===== src/rtl/stream_demux_pkg.sv =====
// Shared types and constants for the packet-aware stream demultiplexer.
package demux_pkg;

    typedef enum logic [1:0] {
        StIdle,
        StPkt,
        StDrop
    } demux_state_t;

    localparam int unsigned DROP_CNT_W = 8;

    // Saturating increment: holds at all-ones instead of wrapping.
    function automatic logic [DROP_CNT_W-1:0] sat_inc(input logic [DROP_CNT_W-1:0] v);
        return (&v) ? v : v + DROP_CNT_W'(1);
    endfunction

endpackage


===== src/rtl/stream_reg.sv =====
// One-deep valid/ready register; reloads in the same cycle it drains.
module stream_reg #(
    parameter int unsigned WIDTH = 9
) (
    input  logic             clk,
    input  logic             rst_n,
    input  logic             in_valid_i,
    output logic             in_ready_o,
    input  logic [WIDTH-1:0] in_data_i,
    output logic             out_valid_o,
    input  logic             out_ready_i,
    output logic [WIDTH-1:0] out_data_o
);

    logic             occ_q;
    logic [WIDTH-1:0] data_q;

    assign in_ready_o  = !occ_q || out_ready_i;
    assign out_valid_o = occ_q;
    assign out_data_o  = data_q;

    always_ff @(posedge clk or negedge rst_n) begin
        if (!rst_n) begin
            occ_q  <= 1'b0;
            data_q <= '0;
        end else if (in_valid_i && in_ready_o) begin
            occ_q  <= 1'b1;
            data_q <= in_data_i;
        end else if (out_ready_i) begin
            occ_q  <= 1'b0;
        end
    end

endmodule


===== src/rtl/stream_demux.sv =====
// 1:N packet demultiplexer: destination locked on the first beat, invalid selects dropped.
module stream_demux
    import demux_pkg::*;
#(
    parameter int unsigned DATA_W = 8,
    parameter int unsigned N_OUT  = 2,
    localparam int unsigned SEL_W = $clog2(N_OUT)
) (
    input  logic                  clk,
    input  logic                  rst_n,
    input  logic                  s_valid_i,
    output logic                  s_ready_o,
    input  logic [DATA_W-1:0]     s_data_i,
    input  logic [SEL_W-1:0]      s_sel_i,
    input  logic                  s_last_i,
    output logic [N_OUT-1:0]      m_valid_o,
    input  logic [N_OUT-1:0]      m_ready_i,
    output logic [DATA_W-1:0]     m_data_o,
    output logic                  m_last_o,
    output logic                  err_sel_o,
    output logic [DROP_CNT_W-1:0] drop_cnt_o
);

    demux_state_t          state_q;
    logic [SEL_W-1:0]      dest_q;
    logic                  err_sel_q;
    logic [DROP_CNT_W-1:0] drop_cnt_q;

    logic              sel_ok;
    logic              dest_ready;
    logic              buf_ready;
    logic              buf_valid;
    logic              acc;
    logic              enq;
    logic [DATA_W:0]   buf_out;

    assign sel_ok = 32'(s_sel_i) < N_OUT;

    always_comb begin
        dest_ready = 1'b0;
        m_valid_o  = '0;
        for (int unsigned i = 0; i < N_OUT; i++) begin
            if (32'(dest_q) == i) begin
                dest_ready   = m_ready_i[i];
                m_valid_o[i] = buf_valid;
            end
        end
    end

    // Gated by rst_n so the producer sees no ready while reset is held.
    assign s_ready_o = rst_n && ((state_q == StDrop) || buf_ready);
    assign acc       = s_valid_i && s_ready_o;
    assign enq       = acc && ((state_q == StPkt) || ((state_q == StIdle) && sel_ok));

    stream_reg #(
        .WIDTH (DATA_W + 1)
    ) u_out_reg (
        .clk         (clk),
        .rst_n       (rst_n),
        .in_valid_i  (enq),
        .in_ready_o  (buf_ready),
        .in_data_i   ({s_last_i, s_data_i}),
        .out_valid_o (buf_valid),
        .out_ready_i (dest_ready),
        .out_data_o  (buf_out)
    );

    assign m_data_o   = buf_out[DATA_W-1:0];
    assign m_last_o   = buf_out[DATA_W];
    assign err_sel_o  = err_sel_q;
    assign drop_cnt_o = drop_cnt_q;

    always_ff @(posedge clk or negedge rst_n) begin
        if (!rst_n) begin
            state_q    <= StIdle;
            dest_q     <= '0;
            err_sel_q  <= 1'b0;
            drop_cnt_q <= '0;
        end else begin
            err_sel_q <= acc && (state_q == StIdle) && !sel_ok;
            if (acc) begin
                unique case (state_q)
                    StIdle: begin
                        if (sel_ok) begin
                            dest_q  <= s_sel_i;
                            state_q <= s_last_i ? StIdle : StPkt;
                        end else begin
                            drop_cnt_q <= sat_inc(drop_cnt_q);
                            state_q    <= s_last_i ? StIdle : StDrop;
                        end
                    end
                    StPkt, StDrop: begin
                        if (s_last_i) state_q <= StIdle;
                    end
                    default: state_q <= StIdle;
                endcase
            end
        end
    end

endmodule

===== config.mk =====
export PLATFORM = sky130hd
export DESIGN_NAME = stream_demux
export DESIGN_NICKNAME = d
export VERILOG_FILES = /design/src/rtl/stream_demux_pkg.sv /design/src/rtl/stream_reg.sv /design/src/rtl/stream_demux.sv
export SDC_FILE = /design/constraint.sdc
export NUM_CORES = 1
export LEC_CHECK = 0
export ABC_AREA = 1
export CORE_MARGIN = 2
export CORE_UTILIZATION = 36
export DETAILED_ROUTE_END_ITERATION = 8
export HOLD_SLACK_MARGIN = 0.12
export PLACE_DENSITY = 0.81
export REMOVE_ABC_BUFFERS = 1
export SYNTH_ARGS = -nofsm -noshare
export SYNTH_HDL_FRONTEND = slang
export SYNTH_SLANG_ARGS = --single-unit
export TNS_END_PERCENT = 5

===== constraint.sdc =====
create_clock -name clk -period 1.11 [get_ports clk]
set_input_delay 0.222 -clock clk [delete_from_list [all_inputs] [get_ports clk]]
set_output_delay 0.222 -clock clk [all_outputs]
set_load 0.03 [all_outputs]

=== After elaboration in Yosys (flattened, before gate mapping) ===
Index checks and enable logic that the tools add are counted.

* Eq/ne operators: 3
* Reduce and logical (&&, ||, !) cells: 13
* Muxes and demuxes: 8

{| class="wikitable"
|+ Operators by type and width
! kind !! number
|-
| $mux 1 || 6
|-
| $logic_and 1x1->1 || 4
|-
| $pmux 2 s2 || 1
|-
| $reduce_and 2->1 || 2
|-
| $logic_or 1x1->1 || 3
|-
| $eq 2x1->1 const B || 1
|-
| $eq 2x2->1 const B || 1
|-
| $logic_not 2->1 || 1
|-
| $mux 2 || 1
|-
| $ne 2x2->1 const B || 1
|-
| $reduce_bool 2->1 || 1
|-
| $reduce_or 2->1 || 1
|-
| $logic_not 1->1 || 1
|}

* Bits in registers: 13
* Output and inout bits: 21
* Bits of input ports: 15
* Word-level logic and storage cells: 28

=== Depth between registers and ports, before layout ===
* Word-level depth: 8
* Gate-level depth with buffers: 7

=== By module ===
A second synthesis with hierarchy kept.

* Cell total of the unflattened synthesis: 74
* Area total of the unflattened synthesis: 679.4 um^2

{| class="wikitable"
|+ Modules (own cells, without submodules)
! module !! instances !! cells an instance !! area each (um^2)
|-
| stream_reg || 1 || 43 || 464.2
|-
| stream_demux || 1 || 31 || 215.2
|}

=== Least setup slack after synthesis ===
OpenSTA, ideal clock, no wires.

* Path type: register to output
* Start point: reg dest_q
* End point: out m_valid_o[0]
* Data required time: 888 ps
* Data arrival time: 845 ps
* Path slack: 43 ps
* Cell stages (with the launch flop): 2
* Path through: dfrtp_1 nor2_1

* Longest elaborated chain between the ends: 1

{| class="wikitable"
|+ RTL lines
! item !! line !! RTL
|-
| start, declared || stream_demux.sv:25 || <nowiki>logic [SEL_W-1:0] dest_q;</nowiki>
|-
| start signal, assigned || stream_demux.sv:85 || <nowiki>dest_q <= s_sel_i;</nowiki>
|-
| $mux 1 || stream_demux.sv:43 || <nowiki>if (32'(dest_q) == i) begin</nowiki>
|-
| end, declared || stream_demux.sv:16 || <nowiki>output logic [N_OUT-1:0] m_valid_o,</nowiki>
|}

Every way passes these cells.

=== Worst setup path in the final report ===
* Start point: in m_ready_i[0]
* End point: out s_ready_o

* Longest elaborated chain between the ends: 4

{| class="wikitable"
|+ RTL lines
! item !! line !! RTL
|-
| start, declared || stream_demux.sv:17 || <nowiki>input logic [N_OUT-1:0] m_ready_i,</nowiki>
|-
| $mux 1 || stream_demux.sv:43 ||
|-
| $logic_or 1x1->1 || stream_reg.sv:18 || <nowiki>assign in_ready_o = !occ_q || out_ready_i;</nowiki>
|-
| $logic_or 1x1->1 || stream_demux.sv:51 || <nowiki>assign s_ready_o = rst_n && ((state_q == StDrop) || buf_ready);</nowiki>
|-
| $logic_and 1x1->1 || stream_demux.sv:51 ||
|-
| end, declared || stream_demux.sv:12 || <nowiki>output logic s_ready_o,</nowiki>
|}

Every way passes these cells.

==> results.cfg <==
[critical_path]
reg2regPathDepth = 7
crit_path_end_kind = primary output
cp_max_fo = 2
critPathLaunchType = primary input
timing.rr.start = dest_q$_DFFE_PN0P_
critPathLaunch = m_ready_i[0]
crit_required_ns = 0.89
r2r_end = u_out_reg.out_data_o[5]$_DFFE_PN0P_
rrSetupSlack_ns = -0.12
critPathKind = primary input to primary output
crit_arrival_ns = 1.11

[route]
ant_nets = 0
drc_errors = 0
drtIter0Drc = 2
wl_per_cell_um = 10.9
vias = 551
top_layer_used = met3
met3_wirelength_um = 67
routed-wl-met2_um = 765
first_pass_iters = 4
vias_per_cell = 4.24
wl_met1_um = 582
wl_um = 1420

[timing]
skew_ns = 0.00379
setup_violations = 15
final_hold_viol_count = 0
fin_crit_sh_pct = 120
max_freq_mhz = 750
min_period_ns = 1.33
drv_slew = 0
worst_slack_ns = -0.224
rsz0062_at_grt = yes

[placement]
dp_slack_ns = -0.281
gp_congestion = 0.709
post-dp-hpwl_um = 1020
port_buffers = 26

[synthesis]
synth_area_per_cell_um2 = 8.18
ys_types = 12
yosysWarnings = 0
yosysSeqAreaShare_pct = 48.3
synth-seq-cells = 12
synthesis.area_um2 = 622
syn_inst = 76

[floorplanning]
die_width_um = 45.6
dieArea_mm2 = 0.00208
die_h_um = 45.6
initial_utilization_pct = 37.2
io_pins = 36
rows = 15
placeableCoreArea_mm2 = 0.00167

[cells_and_area]
nets = 129
diodes = 0
fin_util_pct = 57.3
fillers = 168
drive_above_1_share_pct = 32.7
synthToLayoutAreaGrowth_pct = 53.9

[run_status]
violations = setup timing
run_status = complete, but fails checks

[clock_tree]
cts_sinks = 12
cts_hold_buf = 0
clockBufferDepth = 2
root_buffer = clkbuf_4
clk_pin_slew_ns = 0.08
cts_tree = done
h-tree-depth = 1
clk_latency_ns = 0.27
numCtsBuffers = 3

[power_and_ir_drop]
irDropWorstVdd_uv = 873
p_leak_nw = 0.528
p_per_area_mw_per_mm2 = 2320

[global_routing]
grt_overflow = 0
grt_max_degree = 12
grt_pass1_vias = 511
grt_usage_pct = 15.6
grt_pass1_wl_um = 2240
antenna_found_initial = 0

[worst_hold_path]
hold_class = primary input to async pin

[job]
cap_violations = 0
[power by group]
part	internal (W)	switching [W]	total, W
clock	0.000199	0.000150	0.000350
combinational	0.000494	0.000667	0.00116
sequential	0.000595	0.000116	0.000711
[per-layer routing]
| metal | global-route usage (%) | vias up |
|---|---|---|
| li1 | - | 284 |
| met1 | 18.5 | 249 |
| met2 | 25.6 | 18 |
| met3 | 3.57 | 0 |
| met4 | 8.82 | 0 |
| met5 | 0 | - |
[layout by cell type, fill, tap and decap left out]
cell type / Yosys / routed
nor2_4: 1 / 2
clkbuf_4: 0 / 3
clkbuf_8: 0 / 1
clkdlybuf4s50_1: 0 / 13
inv_2: 1 / 3
dlygate4sd2_1: 0 / 1
nand3_2: 4 / 5
conb_1: 1 / 9
inv_1: 8 / 6
nand3_1: 2 / 1
dfrtp_1: 12 / 10
buf_6: 1 / 4
nand4_1: 2 / 2
nand2_1: 34 / 34
dfrtp_2: 0 / 2
buf_4: 9 / 17
[cells in the mapped netlist]
master	count	share of area [%]
nand2_1	34	21
dfrtp_1	12	48
buf_4	9	11
inv_1	8	4.8
nand3_2	4	6.4
nand3_1	2	1.6
nand4_1	2	2.0
buf_6	1	1.8
conb_1	1	0.60
inv_2	1	0.60
nor2_1	1	0.60
nor2_4	1	1.8
[worst max path at each step]
stage / slack (ns) / endpoint
2_1_floorplan: 0.04 / m_valid_o[0]
3_3_place_gp: -0.26 / state_q[0]$_DFFE_PN0P_
3_5_place_dp: -0.28 / u_out_reg.out_data_o[2]$_DFFE_PN0P_
4_1_cts: -0.21 / s_ready_o
5_1_grt: -0.30 / s_ready_o
6_report: -0.22 / s_ready_o
[worst max-delay path: stages]
cell	delay [ns]
clkdlybuf4s50_1	0.48
inv_1	0.06
nand3_2	0.08
nand3_2	0.08
inv_2	0.06
buf_6	0.12
[cells by family (layout without fill, tap and decap cells)]
group | Yosys count | count (layout) | synth area share, %
AND/OR/NAND/NOR | 44 | 44 | 33.0
flip-flops | 12 | 12 | 48.3
buffers and inverters | 19 | 48 | 18.1
other | 1 | 9 | 0.603
[sequential cells by signal, summed over array words and instances (netlist names)]
signal / count
dest_q: 1
state_q: 1
u_out_reg.out_data_o: 9
u_out_reg.out_valid_o: 1
[area by class of cell]
cell class	count	area (µm²)	area share (%)
timing repair buffer	35	312	32.5
sequential	12	303	31.6
multi-input combinational	53	251	26.3
tap	17	21.3	2.22
inverter	9	33.8	3.53
clock buffer	4	36.3	3.79
[stage by stage]
stage | hold WS [ns] | cell area [µm²] | cells | power, W | TNS (ns)
3_5_place_dp | 0.462 | 855 | 121 | 0.00168 | -3.45
4_1_cts | 0.366 | 948 | 129 | 0.00220 | -1.66
5_1_grt | 0.390 | 957 | 130 | 0.00237 | -3.72
3_3_place_gp | 0.474 | 855 | 121 | 0.00165 | -2.93
6_report | 0.369 | 957 | 130 | 0.00222 | -1.90
2_1_floorplan | -0.0736 | 573 | 74 | 0.00127 | 0
[what timing repair did]
action	in CTS	in global routing
pin swaps	2	0
buffers inserted	4	1
resized for setup	10	2
gates cloned	0	0
endpoints found under the setup margin	13	15
Note: power is estimated with default switching activity, not from simulation.
